## src/rtl/regfile_scoreboard.sv

```systemverilog
// Integer register file with per-register pending-write counters for decode hazard checks.
// Latency: reads and hazard/ready outputs are combinational; writes and counters update on clk.
// Backpressure: issue_ready drops while the destination's counter is saturated (unless it retires now).
module regfile_scoreboard #(
  parameter int XLEN   = 32,
  parameter int NREG   = 32,
  parameter int AW     = 5,
  parameter int CNTW   = 2,
  parameter bit BYPASS = 1'b1
) (
  input  logic            clk,
  input  logic            rst,
  input  logic [AW-1:0]   A1,
  input  logic [AW-1:0]   A2,
  output logic [XLEN-1:0] RD1,
  output logic [XLEN-1:0] RD2,
  output logic            busy1,
  output logic            busy2,
  input  logic            issue_valid,
  input  logic [AW-1:0]   issue_rd,
  output logic            issue_ready,
  input  logic [AW-1:0]   A3,
  input  logic            WE3,
  input  logic [XLEN-1:0] WD3,
  input  logic            flush
);

  localparam logic [CNTW-1:0] CNT_MAX = '1;

  logic [XLEN-1:0] regs [NREG];
  logic [CNTW-1:0] cnt  [NREG];

  logic ret;
  logic acc;
  logic hit1;
  logic hit2;

  // Index 0 and indices past the implemented registers hold nothing.
  function automatic logic valid_idx(input logic [AW-1:0] a);
    return (a != '0) && (int'(a) < NREG);
  endfunction

  function automatic logic [CNTW-1:0] cnt_of(input logic [AW-1:0] a);
    return valid_idx(a) ? cnt[a] : '0;
  endfunction

  function automatic logic [XLEN-1:0] rd_of(input logic [AW-1:0] a);
    if (!valid_idx(a))
      return '0;
    else if (BYPASS && WE3 && (A3 == a))
      return WD3;
    else
      return regs[a];
  endfunction

  assign RD1 = rd_of(A1);
  assign RD2 = rd_of(A2);

  assign ret = WE3 && valid_idx(A3) && (cnt_of(A3) != '0);

  assign issue_ready = (issue_rd == '0) || (cnt_of(issue_rd) != CNT_MAX) ||
                       (ret && (A3 == issue_rd));

  assign acc = issue_valid && issue_ready && !flush && valid_idx(issue_rd);

  // A write landing this cycle satisfies one pending write when it is forwarded.
  assign hit1 = BYPASS && WE3 && (A3 == A1);
  assign hit2 = BYPASS && WE3 && (A3 == A2);

  assign busy1 = (A1 != '0) && (cnt_of(A1) > CNTW'(hit1));
  assign busy2 = (A2 != '0) && (cnt_of(A2) > CNTW'(hit2));

  always_ff @(posedge clk or negedge rst) begin
    if (!rst) begin
      for (int i = 0; i < NREG; i++) regs[i] <= '0;
    end else if (WE3 && valid_idx(A3)) begin
      regs[A3] <= WD3;
    end
  end

  always_ff @(posedge clk or negedge rst) begin
    if (!rst) begin
      for (int i = 0; i < NREG; i++) cnt[i] <= '0;
    end else begin
      cnt[0] <= '0;
      for (int i = 1; i < NREG; i++) begin
        if (flush)
          cnt[i] <= '0;
        else if (acc && (issue_rd == AW'(i)) && !(ret && (A3 == AW'(i))))
          cnt[i] <= cnt[i] + 1'b1;
        else if (ret && (A3 == AW'(i)) && !(acc && (issue_rd == AW'(i))))
          cnt[i] <= cnt[i] - 1'b1;
      end
    end
  end

endmodule
```

## config.mk

```make
export PLATFORM = sky130hd
export DESIGN_NAME = regfile_scoreboard
export DESIGN_NICKNAME = d
export VERILOG_FILES = /design/src/rtl/regfile_scoreboard.sv
export SDC_FILE = /design/constraint.sdc
export NUM_CORES = 2
export LEC_CHECK = 0
export ABC_AREA = 1
export ABC_CLOCK_PERIOD_IN_PS = 4100
export BUFFER_PORTS_ARGS = -buffer_cell sky130_fd_sc_hd__buf_2
export CAP_MARGIN = 10
export CORE_ASPECT_RATIO = 1.75
export CORE_MARGIN = 5
export CORE_UTILIZATION = 40
export CTS_CLUSTER_SIZE = 10
export DETAILED_ROUTE_END_ITERATION = 6
export PLACE_DENSITY = 0.65
export SETUP_SLACK_MARGIN = 0.1
export SLEW_MARGIN = 40
export SYNTH_ARGS = -nofsm -noshare
export SYNTH_HDL_FRONTEND = slang
export SYNTH_SLANG_ARGS = --single-unit
```

## constraint.sdc

```tcl
create_clock -name clk -period 4.1 [get_ports clk]
set_input_delay 0.615 -clock clk [delete_from_list [all_inputs] [get_ports clk]]
set_output_delay 0.615 -clock clk [all_outputs]
set_load 0.01 [all_outputs]
```

==> results.json <==
{
  "clock_path_buffers": 3,
  "insertion_delay_ns": 0.79,
  "clockPowerShare_pct": 32.0,
  "grt_max_degree": 158,
  "placedCellCount": 9857,
  "p_leak_nw": 30.25,
  "dp_hpwl_um": 165400,
  "area_growth_pct": 12.67,
  "reg2reg_depth": 19,
  "die_w_um": 303.2,
  "crit_buf_inv": 6,
  "startpoint_type": "input pin",
  "antenna_found_initial": 8,
  "wirelength_um": 272700,
  "yosysWarnings": 0,
  "ir_drop_mv": 0.3737,
  "status": "completed",
  "cts.sinks": 1086,
  "p_sw_share_pct": 33.86,
  "final_util_pct": 45.24,
  "p_per_area_nw_per_um2": 450.9,
  "cp-end-kind": "output pin",
  "seqPwrFrac_pct": 47.3,
  "post-route-period-util_pct": 95.93,
  "grtUsageTotal_pct": 33.31,
  "grt-ovfl-total": 0,
  "fin_crit_ns": 3.933,
  "r2r-start": "cnt[26]",
  "p_sw_mw": 10.35,
  "cts_buffers": 120,
  "r2r_end": "cnt[12]",
  "grt_pass1_wl_um": 400500,
  "rsz0062_at_grt": "false",
  "worst_slew_pin_slew_ns": 0.9477,
  "fmax_mhz": 254.3,
  "drv_cap": 0,
  "cts.htree.levels": 3,
  "synth_seq_cells": 1086,
  "critPathKind": "input pin to output pin",
  "setup_tns_ns": 0,
  "synth_cell_types": 47,
  "drt-pass1-iter-count": 7,
  "io-pin-count": 124,
  "layout_commonest_cell": "nand2_1",
  "rrSetupSlack_ns": 1.09,
  "hold_depth": 0,
  "wl_per_cell_um": 27.26,
  "remaining_drc_errors": 0,
  "hold_end": "regs[992]",
  "finalNetCount": 8044,
  "synth_cells": 8220,
  "place_congestion": 0.9757,
  "cts_tree": "done",
  "cpLargestDelayFamily": "compound AO/OA/AOI/OAI gates",
  "slew_headroom_pct": 36.82,
  "fin_cells": 10000,
  "p_total_mw": 30.57,
  "die_height_um": 523.1,
  "core_um2": 149800,
  "drive_gt1_share_pct": 8.334,
  "netlist_area_um2": 60170,
  "p_int_mw": 20.22,
  "syn_avg_cell_area_um2": 7.320,
  "path_max_fanout": 26,
  "antenna_left": 0,
  "ys_seq_area_share_pct": 45.17,
  "crit_slowest_cell": "a311oi_1",
  "syn_nets": 8279,
  "via_per_inst": 6.430,
  "hold_viol_final": 0,
  "cts_setup_buffers": 0,
  "grt_pass1_vias": 61700,
  "dieArea_um2": 158600,
  "worstHoldPathType": "register to register",
  "critPathRequiredTime_ns": 3.48,
  "setup_viol": 0,
  "arrival_ns": 3.32,
  "skew_ns": 0.04499,
  "fp-row-count": 188,
  "portBuffers": 123,
  "final_cell_mix": "nand2_1, o21ai_0, dfrtp_1, nor2_1, a21oi_1",
  "worstPathCellList": "buf_6, inv_6, nand2_4, buf_12, buf_4, o22ai_1, a21oi_1, nor2_1, a311oi_1, o31ai_1, inv_1, buf_2",
  "vias": 64330,
  "whs_ns": 0.4021,
  "hold_path_startpoint": "regs[992]",
  "combPwrFrac_pct": 20.7,
  "drt-initial-drc-count": 9050,
  "root_buffer": "clkbuf_16",
  "slew_violations": 0,
  "start_util_pct": 40.15,
  "clk_pin_slew_worst_paths_ns": 0.05,
  "critical-path-max-stage-delay_ns": 0.67
}
==> cells in the mapped netlist (all sizes together) <==
| library cell | n | area (um2) |
|---|---|---|
| nand2 | 1862 | 7020 |
| o21ai | 1665 | 8333 |
| dfrtp | 1086 | 27180 |
| nor2 | 950 | 3616 |
| clkbuf | 744 | 2793 |
| a21oi | 477 | 2391 |
| o22ai | 383 | 2396 |
| nand3 | 252 | 1286 |
| inv | 222 | 835.8 |
| o211ai | 137 | 1028 |
| o221ai | 127 | 1112 |
| nand4 | 70 | 444.2 |
| buf | 51 | 259.0 |
| xor2 | 31 | 271.5 |
| a211oi | 30 | 225.2 |
| o31ai | 27 | 202.7 |
| a311oi | 24 | 210.2 |
| a31oi | 23 | 143.9 |
| and3 | 22 | 137.6 |
| o21bai | 8 | 75.07 |
| clkinv | 6 | 22.52 |
| nor3 | 6 | 35.03 |
| nand3b | 5 | 37.54 |
| nor4 | 3 | 31.28 |
| o2111ai | 3 | 26.28 |
| a22oi | 2 | 15.01 |
| ha | 2 | 25.02 |
| a221oi | 1 | 8.760 |
| xnor2 | 1 | 8.760 |
==> per-layer routing <==
layer  global-route usage [%]  vias to the layer above  part of all wire (%)
li1                         -                    27630                     -
met1                    39.75                    30640                    35
met2                    51.22                     4704                    44
met3                    8.023                     1350                    11
met4                    26.67                        4                    10
met5                        0                        -                0.0095
==> cells by family after synthesis <==
kind of cell / count (synthesis) / synth area share, %
AOI/OAI and AO/OA: 2907 / 26.87
xor gates and xnor gates: 32 / 0.4658
and+or+nand+nor: 3170 / 20.96
adders and majority gates: 2 / 0.04158
DFF: 1086 / 45.17
buffers and inverters: 1023 / 6.499
==> power groups by stage <==
stage / Sequential, mW / Clock (mW) / Combinational, mW
after floorplan: 13.9 / 0 / 4.11
final: 14.5 / 9.77 / 6.33
after global placement: 14.5 / 0 / 6.01
after CTS: 14.4 / 9.83 / 6.19
after detailed placement: 14.5 / 0 / 6.17
after global routing: 14.6 / 10.2 / 7.03
==> area by class of cell <==
| class | instances | area, um2 |
|---|---|---|
| multi-input cells | 6111 | 29420 |
| diodes | 6 | 15.01 |
| flip-flops and latches | 1086 | 27180 |
| repair buffers | 438 | 4551 |
| clock buffers | 130 | 3090 |
| well taps | 1995 | 2496 |
| clock inverters | 10 | 148.9 |
| inverters | 228 | 893.4 |
| fillers | 14900 | 82040 |
==> per-stage QoR <==
| stage | area (um2) | worst slack [ns] |
|---|---|---|
| 2_1_floorplan | 60170 | 0.8134 |
| 3_3_place_gp | 64510 | 0.1256 |
| 3_5_place_dp | 64510 | 0.1245 |
| 4_1_cts | 67760 | 0.1170 |
| 5_1_grt | 67780 | 0.1127 |
| 6_report | 67790 | 0.1669 |
==> worst max path at each step <==
stage / endpoint / cells past startpoint / start
after floorplan: busy2 / 14 / A2[1]
after global placement: RD2[6] / 12 / A2[1]
after detailed placement: RD2[6] / 12 / A2[1]
after CTS: RD2[6] / 12 / A2[1]
after global routing: busy1 / 10 / cnt[32]
final: RD2[14] / 12 / A2[1]
==> state kept, by name (all words and copies together), names as in the netlist <==
name	count
regs	1024
cnt	62
==> repair_timing <==
| item | in CTS | in global routing |
|---|---|---|
| gates resized for setup | 0 | 3 |
| endpoints found under the hold margin | 50 | 0 |
| endpoints found under the setup margin | 0 | 3 |
| hold buffers | 1 | 0 |
Note: power is estimated with default switching activity, not from simulation.
